`config.mk`:
```
export PLATFORM = sky130hd
export DESIGN_NAME = seg_scan_ctrl
export DESIGN_NICKNAME = d
export VERILOG_FILES = /design/src/rtl/seg_scan_ctrl.sv
export SDC_FILE = /design/constraint.sdc
export NUM_CORES = 1
export LEC_CHECK = 0
export BUFFER_PORTS_ARGS = -buffer_cell sky130_fd_sc_hd__buf_4
export CAP_MARGIN = 0
export CORE_UTILIZATION = 55
export CTS_BUF_LIST = sky130_fd_sc_hd__clkbuf_8
export CTS_CLUSTER_DIAMETER = 150
export CTS_CLUSTER_SIZE = 28
export DETAILED_ROUTE_END_ITERATION = 10
export PLACE_DENSITY = 0.77
export SLEW_MARGIN = 30
export SYNTH_ARGS = -nofsm -noshare
export SYNTH_HDL_FRONTEND = slang
export SYNTH_SLANG_ARGS = --single-unit
```
`constraint.sdc`:
```
create_clock -name clk -period 3.8 [get_ports clk]
set_input_delay 0.19 -clock clk [delete_from_list [all_inputs] [get_ports clk]]
set_output_delay 0.19 -clock clk [all_outputs]
set_load 0.05 [all_outputs]
```
`src/rtl/seg_scan_ctrl.sv`:
```
// Scan controller for multiplexed 7-segment digits sharing one BCD decoder.
// Steps BLANK/SHOW per digit, applies new frame data only at frame boundaries.
module seg_scan_ctrl #(
    parameter int NUM_DIGITS = 4,
    parameter int CLK_DIV    = 1000,
    parameter int BLANK_CYC  = 16
) (
    input  logic                      clk,
    input  logic                      rst_n,
    input  logic [4*NUM_DIGITS-1:0]   din,
    input  logic                      load,
    input  logic                      lamp_test,
    input  logic                      blank,
    input  logic                      lz_en,
    output logic [3:0]                seg_a,
    output logic                      lt_n,
    output logic                      bi_n,
    output logic [NUM_DIGITS-1:0]     dig_sel_n,
    output logic                      frame_done
);

    localparam int CMAX = (CLK_DIV > BLANK_CYC) ? CLK_DIV : BLANK_CYC;
    localparam int CW   = $clog2(CMAX + 1);
    localparam int IW   = (NUM_DIGITS > 1) ? $clog2(NUM_DIGITS) : 1;

    localparam logic [CW-1:0] BLANK_LAST = CW'(BLANK_CYC - 1);
    localparam logic [CW-1:0] SHOW_LAST  = CW'(CLK_DIV - 1);
    localparam logic [IW-1:0] IDX_LAST   = IW'(NUM_DIGITS - 1);

    typedef enum logic {ST_BLANK, ST_SHOW} state_t;
    typedef logic [NUM_DIGITS-1:0][3:0] frame_t;

    state_t                state, state_nxt;
    logic [IW-1:0]         idx, idx_nxt;
    logic [CW-1:0]         cnt, cnt_nxt;
    frame_t                pending, active, active_nxt;
    logic                  upd;
    logic                  boundary;
    logic                  zhi;
    logic [NUM_DIGITS-1:0] supp;
    logic [3:0]            seg_nxt;
    logic                  lt_nxt, bi_nxt, fd_nxt;
    logic [NUM_DIGITS-1:0] sel_nxt;

    always_comb begin
        state_nxt = state;
        idx_nxt   = idx;
        cnt_nxt   = cnt + CW'(1);
        boundary  = 1'b0;
        if (state == ST_BLANK) begin
            if (cnt == BLANK_LAST) begin
                state_nxt = ST_SHOW;
                cnt_nxt   = '0;
            end
        end else begin
            if (cnt == SHOW_LAST) begin
                state_nxt = ST_BLANK;
                cnt_nxt   = '0;
                if (idx == IDX_LAST) begin
                    idx_nxt  = '0;
                    boundary = 1'b1;
                end else begin
                    idx_nxt = idx + IW'(1);
                end
            end
        end
    end

    // Outputs are registered from next-state values so they move with the FSM.
    always_comb begin
        active_nxt = (boundary && upd) ? pending : active;
        zhi  = 1'b1;
        supp = '0;
        for (int k = NUM_DIGITS - 1; k >= 0; k--) begin
            zhi = zhi & (active_nxt[k] == 4'd0);
            if (k > 0) supp[k] = lz_en & zhi;
        end
        seg_nxt = active_nxt[idx_nxt];
        sel_nxt = '1;
        lt_nxt  = 1'b1;
        bi_nxt  = 1'b0;
        if (state_nxt == ST_SHOW) begin
            sel_nxt[idx_nxt] = 1'b0;
            lt_nxt = ~lamp_test;
            bi_nxt = ~(blank | supp[idx_nxt]);
        end
        fd_nxt = (state_nxt == ST_SHOW) && (idx_nxt == IDX_LAST) && (cnt_nxt == SHOW_LAST);
    end

    always_ff @(posedge clk or negedge rst_n) begin
        if (!rst_n) begin
            state      <= ST_BLANK;
            idx        <= '0;
            cnt        <= '0;
            pending    <= '0;
            active     <= '0;
            upd        <= 1'b0;
            seg_a      <= 4'd0;
            lt_n       <= 1'b1;
            bi_n       <= 1'b0;
            dig_sel_n  <= '1;
            frame_done <= 1'b0;
        end else begin
            state      <= state_nxt;
            idx        <= idx_nxt;
            cnt        <= cnt_nxt;
            active     <= active_nxt;
            // A load on the boundary cycle keeps upd set for the next frame.
            if (load) begin
                pending <= din;
                upd     <= 1'b1;
            end else if (boundary) begin
                upd     <= 1'b0;
            end
            seg_a      <= seg_nxt;
            lt_n       <= lt_nxt;
            bi_n       <= bi_nxt;
            dig_sel_n  <= sel_nxt;
            frame_done <= fd_nxt;
        end
    end

endmodule

```
==> results of run 1 <==
==> power breakdown <==
part | switching, µW | internal (µW)
Clock | 225 | 331
Sequential | 13.6 | 626
Combinational | 26.9 | 33.0
==> sequential cells by signal, summed over array words and instances (netlist names), 2 cells and up <==
signal	count
dig_sel_n	4
active	16
seg_a	4
cnt	10
idx	2
pending	16
==> metrics by stage <==
stage,utilization (%),std cells
2_1_floorplan,-,189
3_3_place_gp,63.5,267
3_5_place_dp,63.5,267
4_1_cts,68.5,285
5_1_grt,68.5,285
6_report,68.5,285
==> path summary, 6_finish.rpt <==
path	startpoint	to	slack [ns]	depth (start not counted)
min in group asynchronous	rst_n	cnt[0]$_DFF_PN0_	0.45	2
max in group asynchronous	rst_n	pending[8]$_DFFE_PN0P_	2.89	2
min reg2reg	upd$_DFFE_PN0P_	upd$_DFFE_PN0P_	0.49	1
min	lz_en	bi_n$_DFF_PN0_	0.08	2
max	cnt[4]$_DFF_PN0_	frame_done$_DFF_PN0_	1.28	5
max reg2reg	cnt[4]$_DFF_PN0_	frame_done$_DFF_PN0_	1.28	5
==> cell families after synthesis <==
| group | synth area share (%) |
|---|---|
| AND/OR/NAND/NOR | 13.3 |
| AO/OA/AOI/OAI | 1.54 |
| flip-flops | 56.7 |
| adder cells (fa/ha/maj) | 0.990 |
| buffers and inverters | 2.77 |
| XOR/XNOR | 2.43 |
| multiplexers | 22.2 |
==> cells in the final DEF (no fill, tap or decap), drive strengths merged, types with 2 or more instances in the layout <==
| cell | n |
|---|---|
| nand2 | 9 |
| nor3 | 2 |
| xor2 | 5 |
| and3 | 2 |
| mux2 | 44 |
| o21ai | 2 |
| or4 | 2 |
| nor2 | 11 |
| dfrtp | 52 |
| nand3 | 13 |
| clkbuf | 11 |
| dfstp | 5 |
| buf | 33 |
| ha | 2 |
| xnor2 | 2 |
| nand4 | 4 |
| nor4 | 7 |
| inv | 6 |
| dlygate4sd3 | 2 |
| clkinv | 2 |
| mux2i | 4 |
==> per-layer routing <==
| metal | wire length [µm] | track usage (%) |
|---|---|---|
| met1 | 2000 | 26.1 |
| met2 | 2540 | 37.5 |
| met3 | 144 | 7.56 |
| met4 | 74 | 8.89 |
| met5 | 0 | 0 |
==> cell type report <==
| cell class | instances | area [µm²] | area share (%) |
|---|---|---|---|
| Clock buffer | 11 | 151 | 5.04 |
| Inverter | 4 | 15.0 | 0.500 |
| Clock inverter | 5 | 47.5 | 1.58 |
| Sequential cell | 57 | 1430 | 47.7 |
| Timing Repair Buffer | 35 | 268 | 8.92 |
| Tap cell | 52 | 65.1 | 2.17 |
| Multi-Input combinational cell | 121 | 1020 | 34.1 |
==> reports/qor.yml, run 1 <==
firstDrtPassIters: 4
crit_chain: "nor4bb_1 -> nand4_1 -> mux2i_1 -> or3b_2 -> and4b_1"
finClkSkew_ns: 0.00890
cts.path.max_buffers: 2
yosys-top-cells-count: "dfrtp_1 (52), mux2_2 (37), nand3_1 (13)"
grt_start_max_net_pins: 58
synth_cells: 189
place_congestion: 0.821
clkTransAtPathRegs_ns: 0.06
crit_fanout: 10
drt-initial-drc-count: 68
hold_violations: 0
layout.nets: 252
antenna_found_initial: 0
holdBufCountCts: 2
vias: 1598
synth_edf_count: 0
setup_viol: 0
ant_nets: 0
dp_hpwl_um: 3280
start_util_pct: 57.6
ys_warn_count: 0
synth_area_per_cell_um2: 13.4
outcome: "complete, no violations"
max_stage_delay_ns: 0.73
synthFlopType: "dfrtp_1"
ys_ff_latch: 57
grt-ovfl-total: 0
synth.largest_area_cell: "dfrtp_1"
cp_data_required_time_ns: 4.02
syn2layout_area_growth_pct: 18.9
worst_pin_slew_ns: 0.847
cp_top_family: "simple AND/OR/NAND/NOR gates"
power_uw: 1260
rsz0062_at_grt: "false"
p_per_area_mw_per_mm2: 418
max_freq_ghz: 0.396
leakagePower_uw: 0.00149
cts_buffers: 9
drt-total-wl_um: 4760
drive_gt1_share_pct: 42.5
dpl_worst_slack_ns: 1.32
synthArstFlopShare_pct: 100
setup_tns_ns: 0
drv_cap: 0
ys_types: 36
grt_usage_pct: 22.3
syn-num-nets: 213
grt_pass1_vias: 1696
synth_top_area_share_pct: 51.5
grt_pass1_wl_um: 8190
clock_sinks: 57
dpl-instance-area_mm2: 0.00278
core_mm2: 0.00438
port_buffers: 32
period_minus_slack_ns: 2.52
n_antenna_cell: 0
post_cts_resized: 0
cp.arrival_ns: 2.74
period_share_pct: 66.4
die_area_mm2: 0.00487
synth_area_mm2: 0.00253
critPathCaptureType: "register"
drcViolationCount: 0
synth.area.top_cells: "dfrtp_1 (52%), mux2_2 (16%), dfstp_2 (5.2%)"
stdcell_area_mm2: 0.00300
cp_slowest_cell: "mux2i_1"
finalMaxSlewViolations: 0
ir_drop_v: 0.000335
synth_most_common_cell: "dfrtp_1"
cts_tree: "done"
relSlewSlack_pct: 41.9
clk_latency_ns: 0.33
die_h_um: 69.8
ctsHtreeMaxLevel: 3
clockRootBuffer: "clkbuf_8"
cts_setup_buffers: 0
cp-start-kind: "register"
die_w_um: 69.8
crit_type: "register to register"
finalWorstSetupSlack_ns: 1.28
whs_ns: 0.0835
worstHoldPathType: "primary input to register"
vias_per_cell: 5.61
num_rows: 24
wl_per_cell_um: 16.7
ios: 33
fill_cells: 329
crit_buf_inv: 0
ys_seq_area_share_pct: 56.7
Power figures use the tool's default switching activity.
==> run 2: changes to the inputs <==
- clock period: 3.8 -> 2.6 ns (I/O delays scaled with it)
==> run 2 against run 1 <==
Net effect:
- register-to-register slack got worse by 1.2 ns
- via count rose by 1.5%
- core utilization rose by 1.2 points
- final area rose by 1.8%
- sequential share of layout area fell by 0.84 points
- clock power rose by 56%
- clock skew barely moved
- global-route usage rose by 1.0 points
- first-iteration DRC count rose by 91%
- hold slack got worse by 0.062 ns
- worst setup slack got worse by 1.2 ns
- maximum frequency rose by 1.1%
- critical endpoint is now seg_a[1]$_DFF_PN0_
- largest cell class unchanged
==> reports/qor.yml, run 2 (same netlist as run 1, synthesis figures left out) <==
finalMaxSlewViolations: 0  # unchanged
drt-total-wl_um: 5040  # +5.8%
p_per_area_mw_per_mm2: 620  # +48%
crit_type: "register to register"
ios: 33  # unchanged
finClkSkew_ns: 0.00916  # +0.000256 ns
worstHoldPathType: "primary input to register"
layout.nets: 255  # +1.2%
stdcell_area_mm2: 0.00306  # +1.8%
num_rows: 24  # unchanged
cp_data_required_time_ns: 2.82  # -1.20 ns
die_h_um: 69.8  # unchanged
reg.largest.list: "active x16, pending x16, cnt x10"
grt_pass1_wl_um: 8420  # +2.9%
dpl-instance-area_mm2: 0.00279  # +0.27%
vias: 1622  # +1.5%
drv_cap: 0  # unchanged
drt-initial-drc-count: 130  # +91%
setup_viol: 0  # unchanged
ir_drop_v: 0.000457  # +36%
cts_buffers: 9  # unchanged
port_buffers: 32  # unchanged
clockRootBuffer: "clkbuf_8"
drive_gt1_share_pct: 44.1  # +1.6 points
cp-start-kind: "register"
dp_hpwl_um: 3500  # +6.7%
cts.path.max_buffers: 2  # unchanged
clkTransAtPathRegs_ns: 0.07  # about the same
ctsHtreeMaxLevel: 3  # unchanged
place_congestion: 0.844  # +2.9%
grt_start_max_net_pins: 58  # unchanged
layout_common_cells: "dfrtp_1 (52), mux2_2 (37), buf_4 (35)"
die_area_mm2: 0.00487  # unchanged
wl_per_cell_um: 17.5  # +4.7%
die_w_um: 69.8  # unchanged
ant_nets: 0  # unchanged
start_util_pct: 57.6  # unchanged
crit_fanout: 19  # +9
period_share_pct: 96.0  # +30 points
relSlewSlack_pct: 53.6  # +12 points
hold_violations: 0  # unchanged
outcome: "complete, no violations"
clock_sinks: 57  # unchanged
grt_pass1_vias: 1776  # +4.7%
leakagePower_uw: 0.00150  # +0.92%
finalWorstSetupSlack_ns: 0.105  # -1.17 ns
n_antenna_cell: 0  # unchanged
core_mm2: 0.00438  # unchanged
vias_per_cell: 5.63  # +0.44%
firstDrtPassIters: 4  # unchanged
grt_usage_pct: 23.3  # +1.0 points
max_freq_ghz: 0.401  # +1.1%
dpl_worst_slack_ns: 0.0798  # -1.24 ns
drcViolationCount: 0  # unchanged
mostFrequentLayoutCell: "dfrtp_1"
cts_tree: "done"
cp.arrival_ns: 2.71  # -0.03 ns
syn2layout_area_growth_pct: 21.0
period_minus_slack_ns: 2.49  # -0.0276 ns
grt-ovfl-total: 0  # unchanged
critPathCaptureType: "register"
clk_latency_ns: 0.34  # about the same
antenna_found_initial: 0  # unchanged
worst_pin_slew_ns: 0.696  # -0.151 ns
run 2: cell count changes in the layout (fill, tap and decap cells not counted), sizes merged:
cell | previous run | this run
buf | 33 | 35
clkbuf | 11 | 13
clkinv | 2 | 1
dlygate4sd3 | 2 | 3
inv | 6 | 5
run 2: cell type report:
cell class	count	area, µm²
Clock buffer	13	179
Sequential cell	57	1430
Multi-Input combinational cell	121	1030
Inverter	4	15.0
Fill cell	347	1330
Timing Repair Buffer	38	293
Tap cell	52	65.1
Clock inverter	3	38.8
run 2: critical path, stage by stage, from the launching register on:
cell,delay [ns]
dfrtp_1,0.50
nand4bb_4,0.27
or4_4,0.70
mux2_4,0.37
mux2_2,0.28
mux2_2,0.26
run 2: power breakdown:
| group | total (µW) | leakage [µW] | switching (µW) | internal, µW |
|---|---|---|---|---|
| Clock | 870 | 0.000117 | 328 | 542 |
| Combinational | 88.8 | 0.000663 | 39.7 | 49.2 |
| Sequential | 935 | 0.000721 | 20.3 | 915 |
| Total | 1890 | 0.00150 | 388 | 1510 |
run 2: what timing repair did:
| item | 4_1_cts | 5_1_grt |
|---|---|---|
| gates resized for setup | 0 | 2 |
| endpoints found under the setup margin | 0 | 6 |
| buffers inserted | 0 | 1 |
| hold buffers | 3 | 0 |
| endpoints found under the hold margin | 54 | 0 |
run 2: through the flow:
stage,util (%),hold WS [ns],total power (µW),std cells,TNS [ns]
detailed placement,63.7,0.218,1040,268,0
CTS,69.3,0.00378,1920,287,0
global placement,63.7,0.209,1030,268,0
finish,69.7,0.0211,1890,288,0
floorplan,-,-0.166,982,189,0
global route,69.7,0.00214,1970,288,-0.0291
run 2: worst paths after layout:
path	from	to	slack, ns	depth (start not counted)
worst max-delay path	cnt[4]$_DFF_PN0_	seg_a[1]$_DFF_PN0_	0.11	5
worst min-delay path	din[2]	pending[2]$_DFFE_PN0P_	0.02	2
worst max register to register	cnt[4]$_DFF_PN0_	seg_a[1]$_DFF_PN0_	0.11	5
worst min register to register	upd$_DFFE_PN0P_	upd$_DFFE_PN0P_	0.48	1
max in group asynchronous	rst_n	pending[15]$_DFFE_PN0P_	1.74	2
min in group asynchronous	rst_n	cnt[2]$_DFF_PN0_	0.38	2
run 2: per-layer routing:
layer,share of wire [%],vias to the layer above,global-route usage (%)
li1,-,764,-
met1,41,818,26.6
met2,54,32,39.4
met3,3.4,8,7.70
met4,1.7,0,10.7
met5,0,-,0
